[src/rtl/hack_pkg.sv]
// Shared definitions for the multi-cycle Hack CPU: FSM states, instruction
// field positions, jump codes and the minimum supported data width.
package hack_pkg;

    localparam int MIN_WIDTH = 16;

    // C-instruction field positions (fixed, independent of WIDTH)
    localparam int BIT_A   = 12;
    localparam int COMP_HI = 11;
    localparam int COMP_LO = 6;
    localparam int BIT_DA  = 5;
    localparam int BIT_DD  = 4;
    localparam int BIT_DM  = 3;
    localparam int JUMP_HI = 2;
    localparam int JUMP_LO = 0;

    // comp sub-field positions inside the 6-bit comp field
    localparam int COMP_ZX = 5;
    localparam int COMP_NX = 4;
    localparam int COMP_ZY = 3;
    localparam int COMP_NY = 2;
    localparam int COMP_F  = 1;
    localparam int COMP_NO = 0;

    localparam logic [2:0] JMP_NONE   = 3'b000;
    localparam logic [2:0] JMP_ALWAYS = 3'b111;

    typedef enum logic [1:0] {
        RUN  = 2'd0,
        RD   = 2'd1,
        WR   = 2'd2,
        HALT = 2'd3
    } cpuState_t;

    function automatic bit widthOk(int w);
        return w >= MIN_WIDTH;
    endfunction

    // Registered handshake flags per state: {inst_ready, readM, writeM, halted}
    function automatic logic [3:0] stateFlags(cpuState_t s);
        case (s)
            RUN:     return 4'b1000;
            RD:      return 4'b0100;
            WR:      return 4'b0010;
            default: return 4'b0001;
        endcase
    endfunction

endpackage

[src/rtl/hack_cpu_mc_alu.sv]
// Combinational Hack ALU: x/y zero and negate controls, add or and, output negate,
// plus zero and negative flags on the WIDTH-bit result.
module hack_alu
    import hack_pkg::*;
#(
    parameter int WIDTH = 16
) (
    input  logic [WIDTH-1:0] x,
    input  logic [WIDTH-1:0] y,
    input  logic [5:0]       comp,
    output logic [WIDTH-1:0] result,
    output logic             zr,
    output logic             ng
);

    logic [WIDTH-1:0] xz;
    logic [WIDTH-1:0] xn;
    logic [WIDTH-1:0] yz;
    logic [WIDTH-1:0] yn;
    logic [WIDTH-1:0] fOut;

    always_comb begin
        xz     = comp[COMP_ZX] ? '0 : x;
        xn     = comp[COMP_NX] ? ~xz : xz;
        yz     = comp[COMP_ZY] ? '0 : y;
        yn     = comp[COMP_NY] ? ~yz : yz;
        fOut   = comp[COMP_F] ? (xn + yn) : (xn & yn);
        result = comp[COMP_NO] ? ~fOut : fOut;
    end

    assign zr = (result == '0);
    assign ng = result[WIDTH-1];

endmodule

[src/rtl/hack_cpu_mc.sv]
// Multi-cycle Hack CPU: single-cycle register instructions, RD/WR states for
// memory operands with a mem_ready handshake, and a self-jump HALT detector.
module hack_cpu_mc
    import hack_pkg::*;
#(
    parameter int WIDTH = 16,
    localparam int AW = WIDTH - 1
) (
    input  logic             clk,
    input  logic             reset,
    input  logic [WIDTH-1:0] inst,
    input  logic             inst_valid,
    output logic             inst_ready,
    input  logic [WIDTH-1:0] inM,
    input  logic             mem_ready,
    output logic [WIDTH-1:0] outM,
    output logic             writeM,
    output logic             readM,
    output logic [AW-1:0]    addressM,
    output logic [AW-1:0]    pc,
    output logic             halted,
    output logic [1:0]       dbgState
);

    if (!widthOk(WIDTH)) begin : gBadWidth
        $error("hack_cpu_mc: WIDTH must be at least %0d", MIN_WIDTH);
    end

    localparam logic [AW-1:0] PC_ONE = AW'(1);

    // Handshakes: an instruction transfers on a rising edge where inst_valid and
    // inst_ready are both high; a memory access (readM or writeM high) finishes on
    // the rising edge where mem_ready is high, and mem_ready is ignored otherwise.
    cpuState_t        state;
    logic [WIDTH-1:0] regA;
    logic [WIDTH-1:0] regD;
    logic [WIDTH-1:0] instQ;
    logic [WIDTH-1:0] inMQ;
    logic [WIDTH-1:0] curInst;
    logic [WIDTH-1:0] yOp;
    logic [WIDTH-1:0] aluOut;
    logic             aluZr;
    logic             aluNg;
    logic             isC;
    logic             aBit;
    logic             destA;
    logic             destD;
    logic             destM;
    logic [2:0]       jump;
    logic             jumpTaken;
    logic             haltNow;
    logic             completeNow;
    logic [AW-1:0]    pcNext;
    cpuState_t        doneState;

    // In RUN the incoming word is decoded directly; later states use the latched copy.
    assign curInst = (state == RUN) ? inst : instQ;
    assign isC     = curInst[WIDTH-1];
    assign aBit    = curInst[BIT_A];
    assign destA   = curInst[BIT_DA];
    assign destD   = curInst[BIT_DD];
    assign destM   = curInst[BIT_DM];
    assign jump    = curInst[JUMP_HI:JUMP_LO];

    // During the RD completion edge the operand is the word being latched now.
    assign yOp = !aBit ? regA : ((state == RD) ? inM : inMQ);

    hack_alu #(.WIDTH(WIDTH)) uAlu (
        .x      (regD),
        .y      (yOp),
        .comp   (curInst[COMP_HI:COMP_LO]),
        .result (aluOut),
        .zr     (aluZr),
        .ng     (aluNg)
    );

    assign jumpTaken = (jump[2] & aluNg) | (jump[1] & aluZr) | (jump[0] & ~aluNg & ~aluZr);
    assign pcNext    = jumpTaken ? regA[AW-1:0] : (pc + PC_ONE);
    assign haltNow   = (jump == JMP_ALWAYS) && (regA[AW-1:0] == pc);
    assign doneState = haltNow ? HALT : RUN;

    always_comb begin
        completeNow = 1'b0;
        case (state)
            RUN:     completeNow = inst_valid && isC && !aBit && !destM;
            RD:      completeNow = mem_ready && !destM;
            WR:      completeNow = mem_ready;
            default: completeNow = 1'b0;
        endcase
    end

    always_ff @(posedge clk or negedge reset) begin
        if (!reset) begin
            state <= RUN;
            regA  <= '0;
            regD  <= '0;
            pc    <= '0;
            outM  <= '0;
            instQ <= '0;
            inMQ  <= '0;
            {inst_ready, readM, writeM, halted} <= stateFlags(RUN);
        end else begin
            case (state)
                RUN: begin
                    if (inst_valid) begin
                        if (!isC) begin
                            regA <= {1'b0, curInst[AW-1:0]};
                            pc   <= pc + PC_ONE;
                        end else begin
                            instQ <= inst;
                            if (aBit) begin
                                state <= RD;
                                {inst_ready, readM, writeM, halted} <= stateFlags(RD);
                            end else if (destM) begin
                                outM  <= aluOut;
                                state <= WR;
                                {inst_ready, readM, writeM, halted} <= stateFlags(WR);
                            end
                        end
                    end
                end
                RD: begin
                    if (mem_ready) begin
                        inMQ <= inM;
                        if (destM) begin
                            outM  <= aluOut;
                            state <= WR;
                            {inst_ready, readM, writeM, halted} <= stateFlags(WR);
                        end
                    end
                end
                default: ;
            endcase

            // A and D keep their old values until the whole instruction retires.
            if (completeNow) begin
                if (destA) regA <= aluOut;
                if (destD) regD <= aluOut;
                pc    <= pcNext;
                state <= doneState;
                {inst_ready, readM, writeM, halted} <= stateFlags(doneState);
            end
        end
    end

    assign addressM = regA[AW-1:0];
    assign dbgState = state;

endmodule

[config.mk]
export PLATFORM = sky130hd
export DESIGN_NAME = hack_cpu_mc
export DESIGN_NICKNAME = d
export VERILOG_FILES = /design/src/rtl/hack_pkg.sv /design/src/rtl/hack_cpu_mc_alu.sv /design/src/rtl/hack_cpu_mc.sv
export SDC_FILE = /design/constraint.sdc
export NUM_CORES = 1
export LEC_CHECK = 0
export ABC_CLOCK_PERIOD_IN_PS = 6800
export BUFFER_PORTS_ARGS = -buffer_cell sky130_fd_sc_hd__buf_2
export CAP_MARGIN = 10
export CORE_ASPECT_RATIO = 0.8
export CORE_MARGIN = 5
export CORE_UTILIZATION = 50
export CTS_CLUSTER_DIAMETER = 80
export DETAILED_ROUTE_END_ITERATION = 16
export PLACE_DENSITY = 0.7
export SETUP_SLACK_MARGIN = 0.5
export SLEW_MARGIN = 30
export SYNTH_ARGS = -nofsm -noshare
export SYNTH_HDL_FRONTEND = slang
export SYNTH_HIERARCHICAL = 1
export SYNTH_SLANG_ARGS = --single-unit
[constraint.sdc]
create_clock -name clk -period 6.8 [get_ports clk]
set_input_delay 0.34 -clock clk [delete_from_list [all_inputs] [get_ports clk]]
set_output_delay 0.34 -clock clk [all_outputs]
set_load 0.005 [all_outputs]
==> results.py, run 1 <==
metrics = {
    "grt": {
        "grt_use_total_pct": 23.8,
        "gr-usage-met3_pct": 4.22,
        "grt_pass1_vias": 5737,
        "grt_max_degree": 72,
        "antenna_found_initial": 0,
        "grt_pass1_wl_microns": 31500,
        "top_usage_layer": "met1",
        "met1_usage_pct": 37.8,
        "use_met2_pct": 34.4,
        "grt_overflow_total": 0,
    },
    "synthesis": {
        "synthTopCellsByCount": "124 x nand2_1, 97 x dfrtp_1, 64 x xnor2_1",
        "synth-edff-count": 0,
        "yosysTopAreaCellShare_pct": 33.9,
        "seq_area_frac_synth_pct": 34.3,
        "ys_seq_elements": 98,
        "netlist_instances": 792,
        "yosysWarnings": 6,
        "yosysTopAreaCell": "dfrtp_1",
        "yosysUniqueCellTypes": 82,
        "synth.most_common_cell": "nand2_1",
        "synth_ff_type": "dfrtp_1",
        "synth.avg_cell_area_sq_um": 9.04,
        "synth.top_cells.by_area": "dfrtp_1 34%, xnor2_1 7.8%, nand2_1 6.5%",
        "async_flop_share_pct": 100,
        "syn_area_sq_um": 7160,
        "syn-num-nets": 846,
    },
    "layout": {
        "syn_to_final_growth_pct": 12.0,
        "final_nets": 903,
        "layout-drive-gt1-share_pct": 22.6,
        "fin_util_pct": 56.7,
        "diodes": 0,
    },
    "floorplanning": {
        "core_sq_um": 14200,
        "start_util_pct": 50.6,
        "die_w_microns": 144,
        "die_y_microns": 117,
        "dieArea_sq_um": 16800,
        "io-pin-count": 88,
        "rows": 39,
    },
    "setup_path": {
        "critical_path_arrival_ns": 6.18,
        "reg2reg_slack_ns": 0.90,
        "r2r-start": "dbgState[0]",
        "endpoint": "pc[7]",
        "slowest_delay_ns": 0.59,
        "crit_path_frequent_cell": "or4_1",
        "path_cells": "nor2b_2, buf_4, mux2i_1, o21ai_0, nand2b_1, xnor2_1, ha_1, and4_1, nand3_1, a211oi_1, or4_1, nand3_1, or4_1, a2111oi_4, a211oi_2, o32a_4, or4_1, nand4_1",
        "rr_worst_depth": 18,
        "crit_cells": 18,
        "path_delay_family": "simple AND/OR/NAND/NOR gates",
        "worst-path-max-fanout": 23,
        "worstSetupPathType": "flip-flop to flip-flop",
        "cp.required_ns": 7.08,
        "slowest_stage": "or4_1",
        "worst_setup_path_end_kind": "flip-flop",
        "r2r-end": "pc[7]",
        "crit_path_start_kind": "flip-flop",
        "timing.critical_path.buf_inv": 1,
        "startpoint": "dbgState[0]",
    },
    "detailed_routing": {
        "wl_per_cell_microns": 19.1,
        "dr.pass1.iters": 5,
        "antenna_left": 0,
        "route.detailed.drc": 0,
        "viasPerCell": 5.93,
        "first_iter_violations": 709,
        "wirelength_microns": 19900,
        "num_vias": 6158,
    },
    "cts": {
        "cts_setup_buffers": 0,
        "numCtsBuffers": 9,
        "cts_tree": "built",
        "clk_pin_slew_worst_paths_ns": 0.08,
        "clockRootBuffer": "clkbuf_16",
        "clock-sinks": 98,
        "clock_path_buffers": 2,
        "htreeDepth": 3,
        "clk-insertion-delay-late_ns": 0.35,
    },
    "hold_path": {
        "min_from": "inst[5]",
        "hold_path.class": "input pin to flip-flop",
    },
    "timing": {
        "relSlewSlack_pct": 53.3,
        "tightest_slew_ns": 0.697,
        "drv_slew": 0,
        "min_period_ns": 5.90,
        "fin_hold_ws_ns": 0.214,
        "fmaxAchievable_mhz": 170,
        "setup_tns_ns": 0,
        "fin_crit_sh_pct": 86.7,
        "setup_viol": 0,
        "rsz0062_at_grt": "false",
        "finalClockSkew_ns": 0.0108,
        "finalHoldViolCount": 0,
    },
    "placed_design": {
        "place_congestion": 0.911,
        "hpwl_microns": 14900,
        "io_buffers": 87,
    },
    "flow_run": {
        "cap_viol_max_count": 0,
    },
    "outcome": {
        "outcome": "finished, final reports clean",
    },
}
==> metal layers <==
metal | up-vias | wire length, microns
li1 | 2924 | -
met1 | 2962 | 9690
met2 | 252 | 8280
met3 | 20 | 1680
met4 | 0 | 224
met5 | - | 0
==> kinds of logic (layout without fill, tap and decap cells) <==
logic type      after synthesis  after routing  share of synthesized area, %
simple gates                301            301                          21.2
xor+xnor                     64             64                          7.83
flops                        98             98                          34.3
mux                          87             87                          13.0
fa+ha+maj                    18             18                          3.25
buf+inv                      78            140                          5.85
compound gates              146            146                          14.6
==> worst min-delay path, cell delays in order <==
cell and delay, ns:
buf_2 0.09, nand2_1 0.05, nand2_1 0.05
==> worst min path at each step <==
| stage | slack [ns] | end | cells past startpoint |
|---|---|---|---|
| 6_report | 0.21 | instQ[5] | 3 |
| 5_1_grt | 0.22 | instQ[5] | 3 |
| 4_1_cts | 0.21 | instQ[11] | 3 |
| 3_5_place_dp | 0.28 | outM[12] | 1 |
| 3_3_place_gp | 0.27 | outM[12] | 1 |
| 2_1_floorplan | 0.04 | dbgState[0] | 0 |
==> cells in the final DEF, fill, tap and decap left out, drive strengths merged, types with 3 or more instances in the layout <==
cell / n
xnor2: 64
nor2b: 4
nor3b: 3
nor2: 24
o21ai: 54
a2111oi: 6
a31oi: 5
clkbuf: 10
a22oi: 4
mux2: 49
or3: 6
or4: 12
a21o: 10
o22ai: 3
a21oi: 17
nand4: 17
or2: 3
and3: 8
mux2i: 38
o21a: 6
nor3: 11
inv: 18
buf: 108
a211oi: 10
ha: 17
o311ai: 3
o211ai: 7
dfrtp: 97
nand2: 124
nand2b: 37
and2: 4
nand3b: 4
nor4: 5
nand3: 33
==> repair_timing <==
action / in CTS / in global routing
setup endpoints to repair: 0 / 9
gates resized for setup: 0 / 2
hold buffers: 1 / 0
hold endpoints to repair: 27 / 0
==> per-stage QoR <==
| step | std cells | instance area [sq um] | worst slack [ns] |
|---|---|---|---|
| floorplan | 792 | 7160 | 0.908 |
| global placement | 1021 | 7640 | 0.954 |
| detailed placement | 1021 | 7650 | 0.838 |
| CTS | 1038 | 8000 | 0.811 |
| global route | 1038 | 8020 | 0.536 |
| finish | 1038 | 8020 | 0.904 |
==> layout make-up <==
class / count / area [sq um]
clock inverters: 6 / 95.1
multi-input cells: 616 / 4330
well taps: 184 / 230
inverters: 15 / 56.3
flip-flops and latches: 98 / 2450
clock buffers: 10 / 239
repair buffers: 109 / 609
fillers: 1280 / 6130
==> registers in the layout (all words and copies together), names as in the netlist <==
register    count
inMQ           16
outM           16
regA           16
regD           16
pc             15
instQ          13
dbgState        2
halted          1
inst_ready      1
readM           1
writeM          1
Power of run 1 is not shown: default switching activity piles up to over one toggle a cycle in this logic, so the estimate is an artifact.
==> inputs of run 2 (changes only) <==
--- a/config.mk
+++ b/config.mk
@@ -18,5 +18,4 @@
 export SLEW_MARGIN = 30
 export SYNTH_ARGS = -nofsm -noshare
 export SYNTH_HDL_FRONTEND = slang
-export SYNTH_HIERARCHICAL = 1
 export SYNTH_SLANG_ARGS = --single-unit
==> run 2 against run 1 <==
Against the previous run: wire length grew 5.7%; critical path depth grew 2; hold slack lost 0.0064 ns; synthesized area shrank 4.4%; die area shrank 4.0%; cell area shrank 3.7%; cell count is the same; global-route usage grew 2.1 points; core utilization grew 0.52 points; fmax shrank 0.75%; critical endpoint is now pc[14].
==> results.py, run 2 <==
metrics = {
    "cts": {
        "cts_tree": "built",
        "cts_setup_buffers": 0,
        "clockRootBuffer": "clkbuf_16",
        "numCtsBuffers": 9,
        "clk-insertion-delay-late_ns": 0.34,
        "clock-sinks": 98,
        "clock_path_buffers": 2,
        "clk_pin_slew_worst_paths_ns": 0.07,
        "htreeDepth": 3,
    },
    "detailed_routing": {
        "top_layer": "met4",
        "viasPerCell": 6.09,
        "met1Wirelength_microns": 9900,
        "wl_met2_microns": 8750,
        "wirelength_microns": 21000,
        "first_iter_violations": 668,
        "route.detailed.drc": 0,
        "num_vias": 6318,
        "wl_per_cell_microns": 20.2,
        "wl_met3_microns": 2070,
        "antenna_left": 0,
        "dr.pass1.iters": 5,
    },
    "layout": {
        "final_nets": 908,
        "diodes": 0,
        "layout-drive-gt1-share_pct": 19.3,
        "fillCellCount": 1222,
        "final_cell_mix": "128 x nand2_1, 97 x dfrtp_1, 86 x buf_2",
        "layout_commonest_cell": "nand2_1",
        "multi_input_area_sq_um": 4050,
        "final-seq-area_sq_um": 2450,
        "fin_util_pct": 57.2,
        "syn_to_final_growth_pct": 12.7,
    },
    "timing": {
        "min_period_ns": 5.94,
        "finalHoldViolCount": 0,
        "fin_crit_sh_pct": 87.4,
        "rsz0062_at_grt": "false",
        "setup_viol": 0,
        "tightest_slew_ns": 0.888,
        "setup_tns_ns": 0,
        "fmaxAchievable_mhz": 168,
        "finalClockSkew_ns": 0.00842,
        "relSlewSlack_pct": 40.4,
        "drv_slew": 0,
    },
    "synthesis": {
        "syn_area_sq_um": 6850,
        "synth_ff_type": "dfrtp_1",
        "synth.avg_cell_area_sq_um": 8.65,
        "synthTopCellsByCount": "129 x nand2_1, 97 x dfrtp_1, 55 x nor2_1",
        "yosysTopAreaCellShare_pct": 35.4,
        "synth.top_cells.by_area": "dfrtp_1 35%, nand2_1 7.1%, mux2i_1 5.4%",
        "netlist_instances": 792,
        "yosysWarnings": 0,
        "async_flop_share_pct": 100,
        "synth_top_family_by_area": "simple AND/OR/NAND/NOR gates",
        "synth.most_common_cell": "nand2_1",
        "seq_area_frac_synth_pct": 35.8,
        "synth-edff-count": 0,
        "synthMuxAreaShare_pct": 9.72,
        "syn-num-nets": 846,
        "yosysTopAreaCell": "dfrtp_1",
        "ys_seq_elements": 98,
        "synthSimpleGateAreaFrac_pct": 20.0,
        "synthAdderAreaFrac_pct": 3.40,
        "synth_xor_area_share_pct": 8.31,
        "yosysUniqueCellTypes": 68,
        "synth_compound_area_share_pct": 17.2,
    },
    "floorplanning": {
        "start_util_pct": 50.7,
        "core_sq_um": 13500,
        "dieArea_sq_um": 16200,
        "die_y_microns": 115,
        "rows": 38,
        "die_w_microns": 141,
        "io-pin-count": 88,
    },
    "grt": {
        "grt_overflow_total": 0,
        "grt_use_total_pct": 26.0,
        "grt_pass1_vias": 5965,
        "grt_pass1_wl_microns": 33300,
        "grt_max_degree": 64,
        "antenna_found_initial": 0,
    },
    "setup_path": {
        "worst-path-max-fanout": 28,
        "timing.critical_path.buf_inv": 2,
        "path_delay_family": "simple AND/OR/NAND/NOR gates",
        "crit_path_start_kind": "flip-flop",
        "critical_path_arrival_ns": 6.13,
        "path_cells": "nor2_4, nand2_1, nand2_2, buf_4, nor2_1, a211oi_1, xnor2_1, ha_1, a21oi_2, nand2_1, or4b_1, a41oi_1, xnor2_1, nor3_1, nand3_1, or4b_4, a31oi_4, buf_4, mux2i_1, a22oi_1",
        "worstSetupPathType": "flip-flop to flip-flop",
        "worst_setup_path_end_kind": "flip-flop",
        "cp.required_ns": 6.99,
        "slowest_stage": "or4b_4",
        "slowest_delay_ns": 0.56,
    },
    "flow_run": {
        "cap_viol_max_count": 0,
    },
    "placed_design": {
        "io_buffers": 87,
        "place_congestion": 0.911,
        "hpwl_microns": 15600,
    },
    "outcome": {
        "outcome": "finished, final reports clean",
    },
    "hold_path": {
        "hold_path.class": "input pin to flip-flop",
    },
}
==> run 2: cell types whose count changed after synthesis, moves of 11 or more <==
cell / previous run / this run
a21oi_1: 15 / 40
mux2_2: 39 / 25
a211oi_1: 8 / 21
xor2_1: 0 / 33
o211ai_1: 5 / 16
nor2_1: 24 / 55
or4_1: 11 / 0
nand2b_1: 37 / 6
nand3_1: 33 / 22
xnor2_1: 64 / 32
==> run 2: logic make-up (layout without fill, tap and decap cells) <==
family                   Yosys count  after routing
AND/OR/NAND/NOR                  293            293
AO/OA/AOI/OAI                    182            182
flip-flops                        98             98
buffers and inverters             73            139
XOR/XNOR                          65             65
multiplexers                      63             63
adder cells (fa/ha/maj)           18             18
==> run 2: layout make-up <==
cell class	instances	share of cell area, %
multi-input combinational	621	52.4
sequential	98	31.8
timing repair buffer	107	7.65
clock buffer	9	2.92
tap	180	2.92
clock inverter	6	1.47
inverter	17	0.826
==> run 2: stage by stage <==
step                      worst slack (ns)  cells  hold slack, ns  instance area [sq um]
after floorplan                      0.991    792          0.0444                   6850
after global placement                1.02   1022           0.321                   7360
after detailed placement             0.896   1022           0.331                   7360
after CTS                            0.862   1038           0.200                   7700
after global routing                 0.525   1038           0.223                   7720
final                                0.860   1038           0.208                   7720
==> run 2: metal layers <==
layer	global-route usage [%]	vias to the layer above
li1	-	2930
met1	41.3	3028
met2	36.4	335
met3	5.14	25
met4	4.91	0
met5	0	-
==> run 2: final timing paths <==
check | endpoint | startpoint | slack (ns) | depth (start not counted)
max | pc[14] | dbgState[1] | 0.86 | 20
min | instQ[0] | inst[0] | 0.21 | 3
max reg2reg | pc[14] | dbgState[1] | 0.86 | 20
min reg2reg | instQ[0] | instQ[0] | 0.48 | 2
max in group asynchronous | regD[14] | reset | 5.05 | 3
min in group asynchronous | inMQ[10] | reset | 0.50 | 2
==> run 2: what timing repair did <==
item / in CTS / in global routing
hold buffers: 1 / 0
setup endpoints to repair: 0 / 13
gates resized for setup: 0 / 3
endpoints found under the hold margin: 35 / 0
==> run 2: tightest hold or removal path, delay by kind of cell <==
kind / cells / cell delay (ns)
buffers and inverters: 1 / 0.09
AND/OR/NAND/NOR: 2 / 0.09
Power of run 2 is left out for the same reason.
